==> config.mk <==
export PLATFORM = sky130hd
export DESIGN_NAME = fetch_stage
export DESIGN_NICKNAME = d
export VERILOG_FILES = /design/src/rtl/fetch_stage.sv
export SDC_FILE = /design/constraint.sdc
export NUM_CORES = 1
export LEC_CHECK = 0
export CAP_MARGIN = 20
export CORE_MARGIN = 8
export CORE_UTILIZATION = 43
export CTS_CLUSTER_DIAMETER = 200
export CTS_CLUSTER_SIZE = 12
export DETAILED_ROUTE_END_ITERATION = 10
export PLACE_DENSITY_LB_ADDON = 0.1
export SYNTH_ARGS = -nofsm -noshare
export SYNTH_HDL_FRONTEND = slang
export SYNTH_SLANG_ARGS = --single-unit
==> constraint.sdc <==
create_clock -name clk -period 2.45 [get_ports clk]
set_input_delay 0.49 -clock clk [delete_from_list [all_inputs] [get_ports clk]]
set_output_delay 0.49 -clock clk [all_outputs]
set_load 0.01 [all_outputs]
==> src/rtl/fetch_stage.sv <==
// Instruction-fetch stage: owns the PC, drives instruction memory and
// loads the IF/ID register, with stall holds and bubble-on-redirect.
module fetch_stage #(
    parameter int unsigned          addr_size = 64,
    parameter int unsigned          size      = 32,
    parameter logic [addr_size-1:0] reset_pc  = '0,
    parameter logic [size-1:0]      nop_word  = 32'hD503201F
) (
    input  logic                 clk,
    input  logic                 reset,
    input  logic                 stall,
    input  logic                 branch_taken,
    input  logic [addr_size-1:0] branch_target,
    output logic [addr_size-1:0] imem_addr,
    input  logic [size-1:0]      imem_data,
    output logic [addr_size-1:0] ifid_pc,
    output logic [size-1:0]      ifid_instr,
    output logic                 ifid_valid,
    output logic [addr_size-1:0] ifid_pc_plus4,
    output logic [31:0]          fetch_count,
    output logic                 misalign
);

    typedef struct packed {
        logic [addr_size-1:0] pc;
        logic [addr_size-1:0] pc_plus4;
        logic [size-1:0]      instr;
        logic                 valid;
    } if_id_t;

    localparam logic [addr_size-1:0] pc_step = addr_size'(4);

    logic [addr_size-1:0] pc;
    logic [addr_size-1:0] pc_inc;
    logic [addr_size-1:0] target_aligned;
    if_id_t               if_id;
    logic [31:0]          count;
    logic                 mis_q;

    assign pc_inc         = pc + pc_step;
    assign target_aligned = {branch_target[addr_size-1:2], 2'b00};

    // Redirect outranks stall, so both may be high: priority, not unique.
    always_ff @(posedge clk) begin
        if (reset) begin
            pc             <= reset_pc;
            if_id.pc       <= '0;
            if_id.pc_plus4 <= '0;
            if_id.instr    <= nop_word;
            if_id.valid    <= 1'b0;
            count          <= '0;
            mis_q          <= 1'b0;
        end else begin
            priority case (1'b1)
                branch_taken: begin
                    pc          <= target_aligned;
                    if_id.instr <= nop_word;
                    if_id.valid <= 1'b0;
                    mis_q       <= mis_q | (branch_target[1:0] != 2'b00);
                end
                stall: begin
                end
                default: begin
                    pc             <= pc_inc;
                    if_id.pc       <= pc;
                    if_id.pc_plus4 <= pc_inc;
                    if_id.instr    <= imem_data;
                    if_id.valid    <= 1'b1;
                    count          <= count + 32'd1;
                end
            endcase
        end
    end

    assign imem_addr     = pc;
    assign ifid_pc       = if_id.pc;
    assign ifid_pc_plus4 = if_id.pc_plus4;
    assign ifid_instr    = if_id.instr;
    assign ifid_valid    = if_id.valid;
    assign fetch_count   = count;
    assign misalign      = mis_q;

endmodule

==> metrics.yaml <==
outcome:
  status: "finished clean"
power:
  pwr-share-seq_pct: 48.1
  p_clk_share_pct: 36.0
  p_sw_uw: 2350
  swShare_pct: 25.7
  finalPower_uw: 9170
  vdd_drop_max_mv: 0.556
  cellInternalPower_uw: 6810
  power.leakage_uw: 0.00579
  powerDensity_nw_per_um2: 554
  pwr-share-comb_pct: 15.9
route:
  drtAntennaViolNets: 0
  route.detailed.wl_per_inst_um: 19.8
  drt_first_pass_iters: 8
  vias: 11300
  via_per_inst: 5.37
  drt-total-wl_um: 41600
  first_iter_violations: 722
  drc: 0
layout:
  final_core_utilization_pct: 63.3
  finish.instance_area_sq_um: 16500
  fillers: 2353
  drive_gt1_share_pct: 9.75
  area_growth_pct: 44.5
  seqCellArea_sq_um: 5050
  multi_input_area_sq_um: 5940
  nets: 1868
synth:
  ys_warn_count: 0
  synth_top_area_share_pct: 44.1
  synth-main-ff-cell: "dfxtp_1"
  synth_area_sq_um: 11400
  synth_largest_area_cell: "dfxtp_1"
  synthTopCellsByArea: "dfxtp_1, nand2_1, nor2_1, xnor2_1, a211oi_1"
  synth_seq_cells: 252
  synth.most_common_cell: "dfxtp_1"
  syn_inst: 1398
  synth_common_cells: "dfxtp_1, nand2_1, nor2_1, clkbuf_1, a21oi_1"
  avgSynthCellArea_sq_um: 8.19
  synth_async_sr_flop_share_pct: 0
  synth_edf_count: 0
  ys_seq_area_share_pct: 44.1
  synth.distinct_cells: 46
clocking:
  clkLatencyLatePin_ns: 0.52
  clock-sinks: 252
  clkTransAtPathRegs_ns: 0.06
  cts_hold_buf: 0
  clock_tree.buffer_depth: 3
  cts_buffers: 24
  cts-root-buf: "clkbuf_16"
  cts_tree: "built"
  cts-htree-levels: 1
hold_path:
  hold_class: "in -> reg"
run:
  drv_cap: 0
sta:
  fin_crit_ns: 2.36
  hold_viol: 0
  maxSlewHeadroom_pct: 42.1
  rsz0062_at_grt: "no"
  drv_slew: 0
  finClkSkew_ns: 0.00770
  finalSetupViolations: 0
  fmax_mhz: 423
  max_slew.worst_pin.slew_ns: 0.866
  min_period_over_period_pct: 96.4
  worst_slack_ns: 0.0881
die:
  initial_core_util_pct: 43.8
  die_area_sq_um: 32100
  ioPinCount: 358
  core-area_sq_um: 26100
  rows: 59
  die_h_um: 179
  die_x_um: 179
grt:
  grt_usage_pct: 25.1
  overflow: 0
  grt_max_degree: 92
  antenna_found_initial: 4
  grt_pass1_vias: 11200
  grt_pass1_wl_um: 63700
critical_path:
  worstPathArrival_ns: 2.80
  critPathKind: "reg -> reg"
  crit_fanout: 7
  slowest_delay_ns: 0.60
  cp.required_ns: 2.89
  slowest_stage: "or4_4"
  crit_path_start_kind: "register"
  cp-end-kind: "register"
  cp_cell_sequence: "buf_4, nand4_1, buf_4, or4_4, nor4_2, xnor2_1, a211oi_2"
  crit_path_frequent_cell: "buf_4"
placement:
  place_area_sq_um: 15900
  gp_congestion: 0.930
  portBuffers: 351
  place_hpwl_um: 31000
  pre_cts_ws_ns: 0.0558
-- power groups by stage --
| stage | clock network [uW] | logic [uW] | registers (uW) |
|---|---|---|---|
| 6_report | 3300 | 1460 | 4410 |
| 3_3_place_gp | 0 | 1460 | 4490 |
| 3_5_place_dp | 0 | 1460 | 4490 |
| 5_1_grt | 3540 | 1570 | 4430 |
| 4_1_cts | 3400 | 1470 | 4400 |
| 2_1_floorplan | 0 | 553 | 4570 |
-- cells in the final DEF, fill, tap and decap left out, types with 8 or more instances in the layout --
cell,n
mux2i_1,43
a21oi_1,91
buf_12,10
nand4_1,37
or3_1,35
and3_1,17
dfxtp_1,251
nor4_1,19
o21ai_0,30
nand3_1,27
clkbuf_16,25
buf_4,104
nor2_1,188
nor3_1,46
clkdlybuf4s50_1,348
xor2_1,45
nand2_1,199
inv_1,8
and4_1,11
a311oi_1,17
a211oi_1,71
xnor2_1,78
-- worst max-delay path: cells and delay by family, from the launching register on --
family,cells,cell delay [ns]
flops,1,0.40
compound gates,1,0.22
xor+xnor,1,0.12
simple gates,3,1.13
buf+inv,2,0.42
-- layout make-up --
| class | instances | share of cell area [%] |
|---|---|---|
| inverters | 9 | 0.212 |
| multi-input cells | 1015 | 35.9 |
| well taps | 335 | 2.53 |
| repair buffers | 464 | 27.1 |
| clock buffers | 25 | 3.78 |
| diodes | 2 | 0.0302 |
| flip-flops and latches | 252 | 30.5 |
-- per-stage QoR --
stage / std cells / hold WS, ns / TNS [ns]
after floorplan: 1403 / 0.467 / -0.00478
after global placement: 2074 / 0.432 / 0
after detailed placement: 2074 / 0.447 / 0
after CTS: 2099 / 0.345 / 0
after global routing: 2102 / 0.364 / 0
final: 2102 / 0.350 / 0
-- layer usage --
| metal | part of all wire (%) | global-route usage [%] |
|---|---|---|
| met1 | 41 | 29.5 |
| met2 | 48 | 43.5 |
| met3 | 8.1 | 7.01 |
| met4 | 3.0 | 8.05 |
| met5 | 0.065 | 0 |
-- registers in the layout, summed over array words and instances (netlist names) --
register	flops
imem_addr	62
misalign	1
ifid_valid	1
fetch_count	32
ifid_pc	62
ifid_instr	32
ifid_pc_plus4	62
-- cell families (layout without fill, tap and decap cells) --
logic type / count (synthesis) / in the layout / synth area share, %
compound gates: 216 / 216 / 11.8
xor+xnor: 123 / 123 / 9.41
fa+ha+maj: 2 / 2 / 0.219
buf+inv: 136 / 498 / 4.96
flops: 252 / 252 / 44.1
mux: 43 / 43 / 3.76
other cells: 1 / 8 / 0.0328
simple gates: 625 / 625 / 25.8
-- path summary, 6_finish.rpt --
check	startpoint	endpoint	slack (ns)	cells past startpoint
setup / recovery	imem_addr[26]	imem_addr[56]	0.09	7
setup reg to reg	imem_addr[26]	imem_addr[56]	0.09	7
hold reg to reg	ifid_pc[52]	ifid_pc[52]	0.45	2
hold / removal	reset	fetch_count[2]	0.35	2
-- repair_timing --
item,4_1_cts,5_1_grt
endpoints found under the setup margin,0,15
resized for setup,0,9
setup buffers,0,1
No activity file was read; power rests on OpenSTA's default activity.
